==> src/rtl/alu_exec_unit.sv <==
// rtl/alu_exec_unit.sv - execute-stage ALU with single-cycle arithmetic and a serial 1-bit/cycle shifter
module alu_exec_unit #(
    parameter int XLEN = 32
) (
    input  logic            i_clk,
    input  logic            i_rst,
    input  logic            i_valid,
    output logic            o_ready,
    input  logic [3:0]      i_ALUCtrl,
    input  logic [XLEN-1:0] i_srcA,
    input  logic [XLEN-1:0] i_srcB,
    output logic            o_valid,
    input  logic            i_ready,
    output logic [XLEN-1:0] o_result,
    output logic            o_zero,
    output logic            o_busy
);
    localparam int SHW = $clog2(XLEN);

    typedef enum logic [1:0] {IDLE, SHIFT, DONE} state_t;

    state_t          state_q, state_d;
    logic [XLEN-1:0] result_q, result_d;
    logic [SHW-1:0]  cnt_q, cnt_d;
    logic [1:0]      kind_q, kind_d;
    logic            accept;
    logic            is_shift;
    logic [SHW-1:0]  shamt;
    logic [XLEN-1:0] alu_out;
    logic [XLEN-1:0] shift_step;

    assign shamt    = i_srcB[SHW-1:0];
    assign is_shift = (i_ALUCtrl == 4'b0101) || (i_ALUCtrl == 4'b0110) || (i_ALUCtrl == 4'b0111);
    assign o_result = result_q;
    assign o_zero   = (result_q == '0);

    always_comb begin
        alu_out = i_srcA + i_srcB;
        case (i_ALUCtrl)
            4'b0001: alu_out = i_srcA - i_srcB;
            4'b0010: alu_out = i_srcA | i_srcB;
            4'b0011: alu_out = i_srcA & i_srcB;
            4'b0100: alu_out = i_srcA ^ i_srcB;
            4'b1101: alu_out = {{(XLEN-1){1'b0}}, ($signed(i_srcA) < $signed(i_srcB))};
            4'b1110: alu_out = {{(XLEN-1){1'b0}}, (i_srcA < i_srcB)};
            default: alu_out = i_srcA + i_srcB;
        endcase
    end

    // The result register doubles as the shift register; kind_q holds opcode[1:0].
    always_comb begin
        case (kind_q)
            2'b01:   shift_step = {result_q[XLEN-1], result_q[XLEN-1:1]};
            2'b10:   shift_step = {1'b0, result_q[XLEN-1:1]};
            default: shift_step = {result_q[XLEN-2:0], 1'b0};
        endcase
    end

    always_comb begin
        state_d  = state_q;
        result_d = result_q;
        cnt_d    = cnt_q;
        kind_d   = kind_q;
        o_ready  = 1'b0;
        o_valid  = 1'b0;
        o_busy   = 1'b0;
        accept   = 1'b0;
        case (state_q)
            IDLE: begin
                o_ready = 1'b1;
            end
            SHIFT: begin
                o_busy   = 1'b1;
                result_d = shift_step;
                cnt_d    = cnt_q - SHW'(1);
                if (cnt_q == SHW'(1)) begin
                    state_d = DONE;
                end
            end
            DONE: begin
                o_valid = 1'b1;
                o_ready = i_ready;
                if (i_ready) begin
                    state_d = IDLE;
                end
            end
            default: state_d = IDLE;
        endcase
        if (i_rst) begin
            o_ready = 1'b0;
        end
        accept = i_valid & o_ready;
        if (accept) begin
            kind_d = i_ALUCtrl[1:0];
            if (is_shift && (shamt != '0)) begin
                result_d = i_srcA;
                cnt_d    = shamt;
                state_d  = SHIFT;
            end else if (is_shift) begin
                result_d = i_srcA;
                state_d  = DONE;
            end else begin
                result_d = alu_out;
                state_d  = DONE;
            end
        end
    end

    always_ff @(posedge i_clk) begin
        if (i_rst) begin
            state_q  <= IDLE;
            result_q <= '0;
            cnt_q    <= '0;
            kind_q   <= 2'b00;
        end else begin
            state_q  <= state_d;
            result_q <= result_d;
            cnt_q    <= cnt_d;
            kind_q   <= kind_d;
        end
    end
endmodule

==> config.mk <==
export PLATFORM = sky130hd
export DESIGN_NAME = alu_exec_unit
export DESIGN_NICKNAME = d
export VERILOG_FILES = /design/src/rtl/alu_exec_unit.sv
export SDC_FILE = /design/constraint.sdc
export NUM_CORES = 1
export LEC_CHECK = 0
export ABC_CLOCK_PERIOD_IN_PS = 4700
export CAP_MARGIN = 20
export CORE_MARGIN = 1.5
export CORE_UTILIZATION = 55
export CTS_CLUSTER_SIZE = 20
export DETAILED_ROUTE_END_ITERATION = 8
export GPL_TIMING_DRIVEN = 1
export PLACE_DENSITY = 0.77
export RECOVER_POWER = 100
export SLEW_MARGIN = 40
export SYNTH_ARGS = -nofsm -noshare
export SYNTH_HDL_FRONTEND = slang
export SYNTH_SLANG_ARGS = --single-unit
==> constraint.sdc <==
create_clock -name i_clk -period 4.7 [get_ports i_clk]
set_input_delay 1.175 -clock i_clk [delete_from_list [all_inputs] [get_ports i_clk]]
set_output_delay 1.175 -clock i_clk [all_outputs]
set_load 0.01 [all_outputs]
==> summary.md, run 1 <==
| Metric | Value |
|---|---|
| Status | `complete, but fails checks` |
| Failing checks | `capacitance limit, slew limit` |
| Met3 Usage GRT | `0.0835` |
| Worst skew pair latency | `0.29 ns` |
| Met2 usage | `0.601` |
| Die span in y | `119 um` |
| Worst Hold Depth | `2` |
| Logic pwr share | `0.563` |
| Met1 usage | `0.531` |
| Cells after Synth | `1081` |
| Synth cell types | `65` |
| Critical path buffers and inverters | `5` |
| Total length of routed wires | `27.9 mm` |
| Clock Skews | `0.00450 ns` |
| Least-Margin Pin Slew | `1.90 ns` |
| Top Usage Layer GRT | `met2` |
| Diode count | `0` |
| Post-synth EDFFs | `0` |
| Hold slack | `0.510 ns` |
| Area growth, synth to finish | `22.2%` |
| Sink Count | `41` |
| Post-synth net total | `1255` |
| Sw Share | `0.444` |
| Number of I/O pins | `108` |
| Synthesis-stage register bit count | `41` |
| Vias | `9065` |
| Fin Setup TNS | `0 ns` |
| Postcts setup bufs | `0` |
| Worst slew margin | `-0.269` |
| Root buf cell | `clkbuf_16` |
| Leading cell type in the layout, fill and taps excluded | `inv_1` |
| Crit Path Max Fanout | `35` |
| Clk slew on worst S/H paths | `0.06 ns` |
| Final setup violation count | `0` |
| Mapped Avg Cell Area | `6.80 um^2` |
| Worst r2r path cells | `6` |
| Synth Cell Area | `7350 um^2` |
| Worst stage delay on the critical path | `0.66 ns` |
| Net switching power | `791 uW` |
| Crit-path slowest cell | `clkbuf_2` |
| CP Capture Type | `register` |
| Top FF cell, synth | `dfxtp_1` |
| Placeable Area | `13100 um^2` |
| Synth warn | `0` |
| Slew Viols, Final | `75` |
| Internal power | `991 uW` |
| Worst Hold Class | `reg -> reg` |
| PwrDens | `198 nW/um^2` |
| Vias in the first global route | `8249` |
| Flop pwr share | `0.243` |
| Sequential area share after synthesis | `0.112` |
| Leakage | `0.00388 uW` |
| WP depth | `13` |
| Worst VDD drop | `0.113 mV` |
| Std-Cell Rows | `42` |
| Max-Cap Viols | `2` |
| Via density per instance | `6.65` |
| Fin crit period | `4.61 ns` |
| Startpoint types | `primary input` |
| DP Area | `8880 um^2` |
| First drt pass iteration count | `8` |
| Layout cells sized above 1 | `0.0691` |
| Dpl hpwl | `21.2 mm` |
| Die Span X | `119 um` |
| CTS tree | `built` |
| Synth async-reset ratio | `0` |
| Residual DRC | `0` |
| Maximum clock rate | `217 MHz` |
| Top cell by count, worst path | `nor2_1` |
| Cell area after layout | `8980 um^2` |
| Final nets | `1360` |
| Post-CTS Hold Fix Bufs | `0` |
| CP Data Arrival Time | `4.77 ns` |
| Global Route Usage Sum | `0.385` |
| Final Cycle Share | `0.981` |
| RSZ-0062 raised after global routing | `false` |
| Largest net degree at the start of global routing | `40` |
| CP Cell Sequence | `clkdlybuf4s50_1 -> buf_4 -> inv_1 -> nor2_1 -> o21ai_0 -> clkbuf_2 -> a211oi_1 -> buf_4 -> a31oi_1 -> a21oi_1 -> nor2_1 -> a21oi_1 -> nor2_1` |
| Initial antenna violation count | `0` |
| Die area | `14100 um^2` |
| Num CTS Buffers | `5` |
| Count of final hold-check violations | `0` |
| Commonest cells after routing, fill and taps aside | `inv_1, o21ai_0, a21oi_1, ha_1, nor2_1` |
| First-pass GRT wire length | `43.7 mm` |
| Clock network power share | `0.194` |
| ANT nets after route | `0` |
| Crit Path Class | `in -> reg` |
| Worst endpoint required time | `4.86 ns` |
| Drt wl/cell | `20.5 um` |
| H-tree Lvls | `2` |
| Iteration-0 DRC Markers | `1137` |
| Cell family with most CP delay | `buffers and inverters` |
| Routability cong. | `1.02` |
| IO Port Bufs | `107` |
| Starting Density | `0.560` |
| Grt total ovfl | `0` |
| Clock buffer depth | `2` |
-- routing by layer --
layer / share of wire / up-vias
met2: 0.43 / 653
met3: 0.13 / 84
met4: 0.030 / 0
met1: 0.41 / 4117
li1: - / 4211
met5: 0 / -
-- worst min-delay path: cells and delay by family, from the launching register on --
| family | cells | cell delay [ns] |
|---|---|---|
| AO/OA/AOI/OAI | 1 | 0.07 |
| buffers and inverters | 1 | 0.07 |
| flip-flops | 1 | 0.32 |
-- final cells by class --
type	count	area (um^2)
multi-input combinational	859	5850
fill	1208	4150
timing repair buffer	173	1550
sequential	41	821
inverter	106	398
tap	176	220
clock buffer	5	125
clock inverter	3	17.5
-- metrics by stage --
step	cells	setup WS, ns	power [uW]	utilization
6_report	1363	0.0915	1780	0.684
5_1_grt	1363	0.0333	1870	0.684
4_1_cts	1363	0.319	1760	0.687
3_5_place_dp	1355	0.0375	1420	0.676
3_3_place_gp	1355	0.146	1410	0.676
2_1_floorplan	1081	1.01	1030	-
-- synthesized netlist by cell type, types with 5 or more instances --
master     instances  area [um^2]
nor2b_1           13         81.3
a221o_1           18          180
or3_1              7         43.8
o211ai_1          26          195
or4_1              5         37.5
nor4_1            13         81.3
o21bai_1          15          113
a22oi_1           12         90.1
o31ai_1           21          158
buf_2              7         35.0
o22ai_1           12         75.1
nand3_1           14         70.1
ha_1             100         1250
a211oi_1          24          180
a21oi_1          100          500
o21ai_0          103          515
o2111ai_1          5         43.8
xor2_1             5         43.8
nor2_1            96          360
nand2_1           72          270
dfxtp_1           41          821
buf_1              6         22.5
clkbuf_1          61          229
nand2b_1          10         62.6
inv_1            105          394
a221oi_1          34          298
nor3_1            30          150
a2111oi_0          5         43.8
o221ai_1           8         70.1
nand4_1            6         37.5
xnor2_1           22          193
and3_1             5         31.3
a21o_1            10         75.1
a31oi_1           16          100
-- worst paths after layout --
path                                               from                       end  slack (ns)
worst max-delay path                       i_ALUCtrl[2]   state_q[1]$_SDFFE_PP0P_        0.09
worst min-delay path             kind_q[0]$_SDFFE_PP0P_    kind_q[0]$_SDFFE_PP0P_        0.51
worst max register to register  state_q[1]$_SDFFE_PP0P_  o_result[9]$_SDFFE_PP0P_        1.47
worst min register to register   kind_q[0]$_SDFFE_PP0P_    kind_q[0]$_SDFFE_PP0P_        0.51
-- what timing repair did --
action	4_1_cts	5_1_grt
endpoints found under the setup margin	0	2
resized for setup	0	1
endpoints found under the hold margin	0	0
-- cells by family after synthesis --
logic type / count (synthesis) / synth area share
muxes: 2 / 0.00272
adders and majority gates: 102 / 0.176
AOI/OAI and AO/OA: 445 / 0.405
and+or+nand+nor: 283 / 0.178
xor gates and xnor gates: 27 / 0.0322
buffers and inverters: 181 / 0.0941
DFF: 41 / 0.112
-- power by group through the flow --
stage               sequential, uW  combinational [uW]  clock, uW
floorplan                      433                 594          0
global placement               437                 976          0
detailed placement             438                 981          0
CTS                            430                 987        342
global route                   436                1080        351
finish                         434                1000        346
-- registers in the layout (all words and copies together) (netlist names) --
signal	count
kind_q	2
o_result	32
state_q	2
cnt_q	5
(Power assumes the default switching activity.)
==> inputs of run 2 (changes only) <==
--- a/config.mk
+++ b/config.mk
@@ -8,11 +8,11 @@
 export ABC_CLOCK_PERIOD_IN_PS = 4700
 export CAP_MARGIN = 20
 export CORE_MARGIN = 1.5
-export CORE_UTILIZATION = 55
+export CORE_UTILIZATION = 57
 export CTS_CLUSTER_SIZE = 20
 export DETAILED_ROUTE_END_ITERATION = 8
 export GPL_TIMING_DRIVEN = 1
-export PLACE_DENSITY = 0.77
+export PLACE_DENSITY = 0.79
 export RECOVER_POWER = 100
 export SLEW_MARGIN = 40
 export SYNTH_ARGS = -nofsm -noshare
==> run 2 against run 1 <==
  * The run still ends with capacitance limit, slew limit left
  * Register-to-register slack is essentially flat
  * Sequential share of layout area is essentially flat
  * Critical endpoint unchanged
  * Largest power group unchanged
  * Die area shrank 3.4%
  * Non-clock buffer count grew 2
  * Power grew 7.2%
  * Core utilization grew 3.1 points
  * Via count grew 1.4%
  * Global-route usage grew 3.2 points
  * Clock skew shrank 0.0012 ns
  * Critical path depth shrank 2
  * Wire length grew 2.9%
==> summary.md, run 2 (same netlist as run 1, synthesis figures left out) <==
| Metric | Value |
|---|---|
| Status | `complete, but fails checks (unchanged)` |
| Failing checks | `capacitance limit, slew limit (unchanged)` |
| CP Data Arrival Time | `4.67 ns (was 4.77 ns)` |
| Commonest cells after routing, fill and taps aside | `inv_1, o21ai_0, a21oi_1, ha_1, nor2_1 (unchanged)` |
| Clk slew on worst S/H paths | `0.07 ns (was 0.06 ns)` |
| Total length of routed wires | `28.7 mm (was 27.9 mm)` |
| First drt pass iteration count | `8 (unchanged)` |
| Net switching power | `811 uW (was 791 uW)` |
| Hold slack | `0.509 ns (was 0.510 ns)` |
| Post-layout util | `0.715 (was 0.684)` |
| Clock Skews | `0.00335 ns (was 0.00450 ns)` |
| Count of final hold-check violations | `0 (unchanged)` |
| Post-route insts no fill | `1362 (was 1363)` |
| Num CTS Buffers | `5 (unchanged)` |
| Std-Cell Rows | `41 (was 42)` |
| Number of I/O pins | `108 (unchanged)` |
| Post-CTS Hold Fix Bufs | `0 (unchanged)` |
| Final setup violation count | `0 (unchanged)` |
| Routability cong. | `1.02 (about the same)` |
| Die Span X | `117 um (was 119 um)` |
| Largest register FFs | `32 (unchanged)` |
| First-pass GRT wire length | `44.2 mm (was 43.7 mm)` |
| Worst skew pair latency | `0.29 ns (about the same)` |
| Iteration-0 DRC Markers | `1194 (was 1137)` |
| Initial antenna violation count | `1 (was 0)` |
| ANT nets after route | `0 (unchanged)` |
| Slew Viols, Final | `75 (unchanged)` |
| Placed cells | `1353 (was 1355)` |
| Leading cell type in the layout, fill and taps excluded | `inv_1 (unchanged)` |
| Global Route Usage Sum | `0.418 (was 0.385)` |
| Final nets | `1362 (was 1360)` |
| Logic pwr share | `0.530 (was 0.563)` |
| Vias | `9189 (was 9065)` |
| Worst slew margin | `-0.180 (was -0.269)` |
| Leakage | `0.00389 uW (was 0.00388 uW)` |
| Die span in y | `117 um (was 119 um)` |
| Least-Margin Pin Slew | `1.77 ns (was 1.90 ns)` |
| Sw Share | `0.425 (was 0.444)` |
| Grt total ovfl | `0 (unchanged)` |
| CP Capture Type | `register (unchanged)` |
| Dpl hpwl | `22.0 mm (was 21.2 mm)` |
| Max-Cap Viols | `2 (unchanged)` |
| Crit Path Class | `in -> reg (unchanged)` |
| Clock buffer depth | `2 (unchanged)` |
| Worst VDD drop | `0.171 mV (was 0.113 mV)` |
| Area growth, synth to finish | `22.8% (was 22.2%)` |
| Maximum clock rate | `225 MHz (was 217 MHz)` |
| Fillers | `1118 (was 1208)` |
| CTS tree | `built (unchanged)` |
| Crit Path Max Fanout | `23 (was 35)` |
| H-tree Lvls | `2 (unchanged)` |
| Clock network power share | `0.243 (was 0.194)` |
| Internal power | `1100 uW (was 991 uW)` |
| Worst endpoint required time | `4.93 ns (was 4.86 ns)` |
| Die area | `13600 um^2 (was 14100 um^2)` |
| Via density per instance | `6.75 (was 6.65)` |
| Flop pwr share | `0.228 (was 0.243)` |
| Postcts setup bufs | `0 (unchanged)` |
| Vias in the first global route | `8319 (was 8249)` |
| Sink Count | `41 (unchanged)` |
| Residual DRC | `0 (unchanged)` |
| Layout cells sized above 1 | `0.0690 (was 0.0691)` |
| Worst Hold Class | `reg -> reg (unchanged)` |
| Startpoint types | `primary input (unchanged)` |
| Fin crit period | `4.45 ns (was 4.61 ns)` |
| Drt wl/cell | `21.1 um (was 20.5 um)` |
| RSZ-0062 raised after global routing | `false (unchanged)` |
| Final Cycle Share | `0.946 (was 0.981)` |
| Power consumption | `1910 uW (was 1780 uW)` |
| Starting Density | `0.582 (was 0.560)` |
| PwrDens | `212 nW/um^2 (was 198 nW/um^2)` |
| Fin Setup TNS | `0 ns (unchanged)` |
| Placeable Area | `12600 um^2 (was 13100 um^2)` |
| IO Port Bufs | `107 (unchanged)` |
| Largest net degree at the start of global routing | `40 (unchanged)` |
| Root buf cell | `clkbuf_16 (unchanged)` |
-- run 2: changes by cell type in the layout (fill, tap and decap cells not counted), sizes merged --
cell / previous run / this run
bufinv: 0 / 2
clkbuf: 11 / 13
clkinv: 2 / 1
clkinvlp: 1 / 0
diode: 0 / 1
-- run 2: final timing paths --
kind	from	endpoint	slack [ns]	depth (start not counted)
worst max-delay path	i_ALUCtrl[1]	state_q[1]$_SDFFE_PP0P_	0.25	11
worst min-delay path	kind_q[0]$_SDFFE_PP0P_	kind_q[0]$_SDFFE_PP0P_	0.51	2
worst max register to register	state_q[1]$_SDFFE_PP0P_	o_result[6]$_SDFFE_PP0P_	1.46	6
worst min register to register	kind_q[0]$_SDFFE_PP0P_	kind_q[0]$_SDFFE_PP0P_	0.51	2
-- run 2: layout make-up --
| type | instances | area (um^2) | share of cell area |
|---|---|---|---|
| repair buffers | 175 | 1550 | 0.171 |
| diodes | 1 | 2.50 | 0.000277 |
| flip-flops and latches | 41 | 821 | 0.0909 |
| inverters | 106 | 398 | 0.0441 |
| clock buffers | 5 | 125 | 0.0139 |
| multi-input cells | 859 | 5850 | 0.649 |
| clock inverters | 3 | 65.1 | 0.00721 |
| well taps | 172 | 215 | 0.0238 |
-- run 2: critical path: stages --
cell and delay (ns):
dlygate4sd3_1 0.70, clkbuf_1 0.26, o21ai_2 0.54, clkbuf_1 0.87, a211oi_1 0.10, clkbuf_1 0.29
a31oi_1 0.35, a21oi_1 0.13, nor2_1 0.10, a21oi_1 0.05, nor2_1 0.10
-- run 2: per-stage QoR --
stage,area [um^2],worst slack (ns)
floorplan,7350,1.01
global placement,8880,0.0855
detailed placement,8880,0.0185
CTS,9070,0.316
global route,9030,0.0635
finish,9030,0.253
-- run 2: routing by layer --
metal  wire length, um  GRT usage  vias to the layer above  share of wire
li1                  -          -                     4219              -
met1             11700      0.577                     4172           0.41
met2             12100      0.635                      700           0.42
met3              4080      0.110                       98           0.14
met4               890      0.131                        0          0.031
met5                 0          0                        -              0
-- run 2: power by group through the flow --
| stage | logic (uW) | clock network, uW | registers (uW) |
|---|---|---|---|
| 3_3_place_gp | 980 | 0 | 436 |
| 5_1_grt | 1090 | 472 | 436 |
| 3_5_place_dp | 987 | 0 | 438 |
| 2_1_floorplan | 594 | 0 | 433 |
| 4_1_cts | 994 | 455 | 430 |
| 6_report | 1010 | 464 | 435 |
-- run 2: timing repair --
| item | CTS | global route |
|---|---|---|
| setup endpoints to repair | 0 | 1 |
| gates resized for setup | 0 | 1 |
| endpoints found under the hold margin | 0 | 0 |
==> inputs of run 3 (changes only) <==
--- a/config.mk
+++ b/config.mk
@@ -5,7 +5,7 @@
 export SDC_FILE = /design/constraint.sdc
 export NUM_CORES = 1
 export LEC_CHECK = 0
-export ABC_CLOCK_PERIOD_IN_PS = 4700
+export ABC_CLOCK_PERIOD_IN_PS = 4400
 export CAP_MARGIN = 20
 export CORE_MARGIN = 1.5
 export CORE_UTILIZATION = 57
==> constraint.sdc (replaced) <==
create_clock -name i_clk -period 4.4 [get_ports i_clk]
set_input_delay 1.1 -clock i_clk [delete_from_list [all_inputs] [get_ports i_clk]]
set_output_delay 1.1 -clock i_clk [all_outputs]
set_load 0.01 [all_outputs]
==> run 3 against run 2 <==
  * The flow finishes with violations (capacitance limit, slew limit, setup timing)
  * Core utilization up 3.3 points
  * Sequential power increased by 6.4%
  * First-iteration DRC count up 29%
  * Combinational power is 13% higher
  * Final cell count increased by 4.2%
  * Clock skew about the same
  * Power up 3.2%
  * Critical path type unchanged
  * Critical endpoint is now o_result[25]$_SDFFE_PP0P_
  * Largest power group unchanged
  * Highest routed layer unchanged
==> summary.md, run 3 (same netlist as run 1, synthesis figures left out) <==
| Metric | Value |
|---|---|
| Global Route Usage Sum | `0.418 (about the same)` |
| CTS tree | `built (unchanged)` |
| PwrDens | `209 nW/um^2 (was 212 nW/um^2)` |
| Max-Cap Viols | `2 (unchanged)` |
| Layout cells sized above 1 | `0.115 (was 0.0690)` |
| Reg area | `821 um^2 (unchanged)` |
| Std-Cell Rows | `41 (unchanged)` |
| Sw Share | `0.437 (was 0.425)` |
| Clock buffer depth | `2 (unchanged)` |
| Root buf cell | `clkbuf_16 (unchanged)` |
| Iteration-0 DRC Markers | `1543 (was 1194)` |
| Largest net degree at the start of global routing | `40 (unchanged)` |
| Crit Path Max Fanout | `5 (was 23)` |
| Failing checks | `capacitance limit, slew limit, setup timing (was capacitance limit, slew limit)` |
| Count of final hold-check violations | `0 (unchanged)` |
| Die span in y | `117 um (unchanged)` |
| Diode count | `0 (was 1)` |
| CP Capture Type | `register (unchanged)` |
| Leakage | `0.00416 uW (was 0.00389 uW)` |
| Slew Viols, Final | `75 (unchanged)` |
| Internal power | `1110 uW (was 1100 uW)` |
| Placeable Area | `12600 um^2 (unchanged)` |
| Die Span X | `117 um (unchanged)` |
| CP Data Arrival Time | `4.66 ns (was 4.67 ns)` |
| Crit Path Class | `in -> reg (unchanged)` |
| Grt total ovfl | `0 (unchanged)` |
| Total length of routed wires | `28.8 mm (was 28.7 mm)` |
| Maximum clock rate | `226 MHz` |
| First-pass GRT wire length | `44.6 mm (was 44.2 mm)` |
| DP Area | `9310 um^2 (was 8880 um^2)` |
| Logic pwr share | `0.581 (was 0.530)` |
| Fin crit period | `4.43 ns` |
| IO Port Bufs | `107 (unchanged)` |
| Vias | `9485 (was 9189)` |
| Post-layout util | `0.748 (was 0.715)` |
| Num CTS Buffers | `5 (unchanged)` |
| Sink Count | `41 (unchanged)` |
| Cell area after layout | `9440 um^2 (was 9030 um^2)` |
| Pre-CTS setup slack | `-0.134 ns (was 0.0185 ns)` |
| Residual DRC | `0 (unchanged)` |
| Final nets | `1420 (was 1362)` |
| Clk slew on worst S/H paths | `0.06 ns (was 0.07 ns)` |
| Largest register FFs | `32 (unchanged)` |
| Via density per instance | `6.68 (was 6.75)` |
| Post-CTS Hold Fix Bufs | `0 (unchanged)` |
| Final setup violation count | `1 (was 0)` |
| Commonest cells after routing, fill and taps aside | `buf_4, inv_1, o21ai_0 (was inv_1, o21ai_0, a21oi_1, ha_1, nor2_1)` |
| Worst slew margin | `-0.201 (was -0.180)` |
| Vias in the first global route | `8471 (was 8319)` |
| Routability cong. | `1.05 (was 1.02)` |
| Net switching power | `861 uW (was 811 uW)` |
| Area growth, synth to finish | `28.4% (was 22.8%)` |
| Worst VDD drop | `0.150 mV (was 0.171 mV)` |
| ANT nets after route | `0 (unchanged)` |
| Final Cycle Share | `1.01` |
| Clock network power share | `0.184 (was 0.243)` |
| First drt pass iteration count | `7 (was 8)` |
| Clock Skews | `0.00332 ns (was 0.00335 ns)` |
| Setup WS post-layout | `-0.0290 ns (was 0.253 ns)` |
| Fillers | `1066 (was 1118)` |
| Die area | `13600 um^2 (unchanged)` |
| RSZ-0062 raised after global routing | `true (was false)` |
| Flop pwr share | `0.235 (was 0.228)` |
| Worst skew pair latency | `0.28 ns (was 0.29 ns)` |
| Area of the multi-input gates | `5870 um^2 (was 5850 um^2)` |
| Dpl hpwl | `22.2 mm (was 22.0 mm)` |
| Worst endpoint required time | `4.63 ns (was 4.93 ns)` |
| Least-Margin Pin Slew | `1.80 ns (was 1.77 ns)` |
| Status | `complete, but fails checks (unchanged)` |
| Leading cell type in the layout, fill and taps excluded | `buf_4 (was inv_1)` |
| Number of I/O pins | `108 (unchanged)` |
| H-tree Lvls | `2 (unchanged)` |
| Startpoint types | `primary input (unchanged)` |
| Starting Density | `0.582 (unchanged)` |
| Worst Hold Class | `reg -> reg (unchanged)` |
| Drt wl/cell | `20.3 um (was 21.1 um)` |
| Initial antenna violation count | `0 (was 1)` |
## run 3: power by group through the flow
stage               Clock, uW  Combinational, uW  Sequential, uW
detailed placement          0               1110             467
global route              381               1230             464
CTS                       358               1120             459
global placement            0               1100             465
floorplan                   0                635             462
finish                    363               1140             463
## run 3: worst max-delay path, stage by stage
cell           delay [ns]
dlygate4sd3_1        0.55
inv_1                0.17
ha_1                 0.28
clkbuf_1             0.14
nor2_1               0.17
o211ai_1             0.19
a211oi_1             0.37
nor2_2               0.12
o22ai_1              0.38
o41a_1               0.37
a41oi_1              0.19
xnor2_1              0.17
o221ai_1             0.25
o311a_1              0.22
## run 3: final cells by class
cell class	count	area share
multi-input combinational	859	0.622
timing repair buffer	233	0.211
sequential	41	0.0870
inverter	106	0.0422
tap	172	0.0228
clock buffer	6	0.0137
clock inverter	2	0.00106
## run 3: timing repair
item | 4_1_cts | 5_1_grt
resized for setup | 0 | 3
setup endpoints to repair | 0 | 9
setup buffers | 0 | 1
## run 3: path summary, 6_finish.rpt
| path | startpoint | to | slack (ns) | depth (start not counted) |
|---|---|---|---|---|
| max | i_srcB[1] | o_result[25]$_SDFFE_PP0P_ | -0.03 | 14 |
| min | kind_q[1]$_SDFFE_PP0P_ | kind_q[1]$_SDFFE_PP0P_ | 0.51 | 2 |
| max reg2reg | state_q[1]$_SDFFE_PP0P_ | o_result[11]$_SDFFE_PP0P_ | 1.16 | 7 |
| min reg2reg | kind_q[1]$_SDFFE_PP0P_ | kind_q[1]$_SDFFE_PP0P_ | 0.51 | 2 |
## run 3: layer usage
| layer | routed length [um] | vias up | global-route usage |
|---|---|---|---|
| met5 | 0 | - | 0 |
| met1 | 11600 | 4342 | 0.577 |
| met4 | 1130 | 0 | 0.129 |
| met2 | 12200 | 691 | 0.662 |
| li1 | - | 4333 | - |
| met3 | 3870 | 119 | 0.0794 |
## run 3: stage by stage
stage / std cells / setup TNS, ns / total power (uW) / hold WS, ns
3_3_place_gp: 1410 / -0.205 / 1570 / 0.487
2_1_floorplan: 1081 / 0 / 1100 / 0.469
5_1_grt: 1419 / -0.346 / 2080 / 0.549
3_5_place_dp: 1410 / -0.355 / 1580 / 0.503
6_report: 1419 / -0.0290 / 1970 / 0.514
4_1_cts: 1418 / 0 / 1940 / 0.513
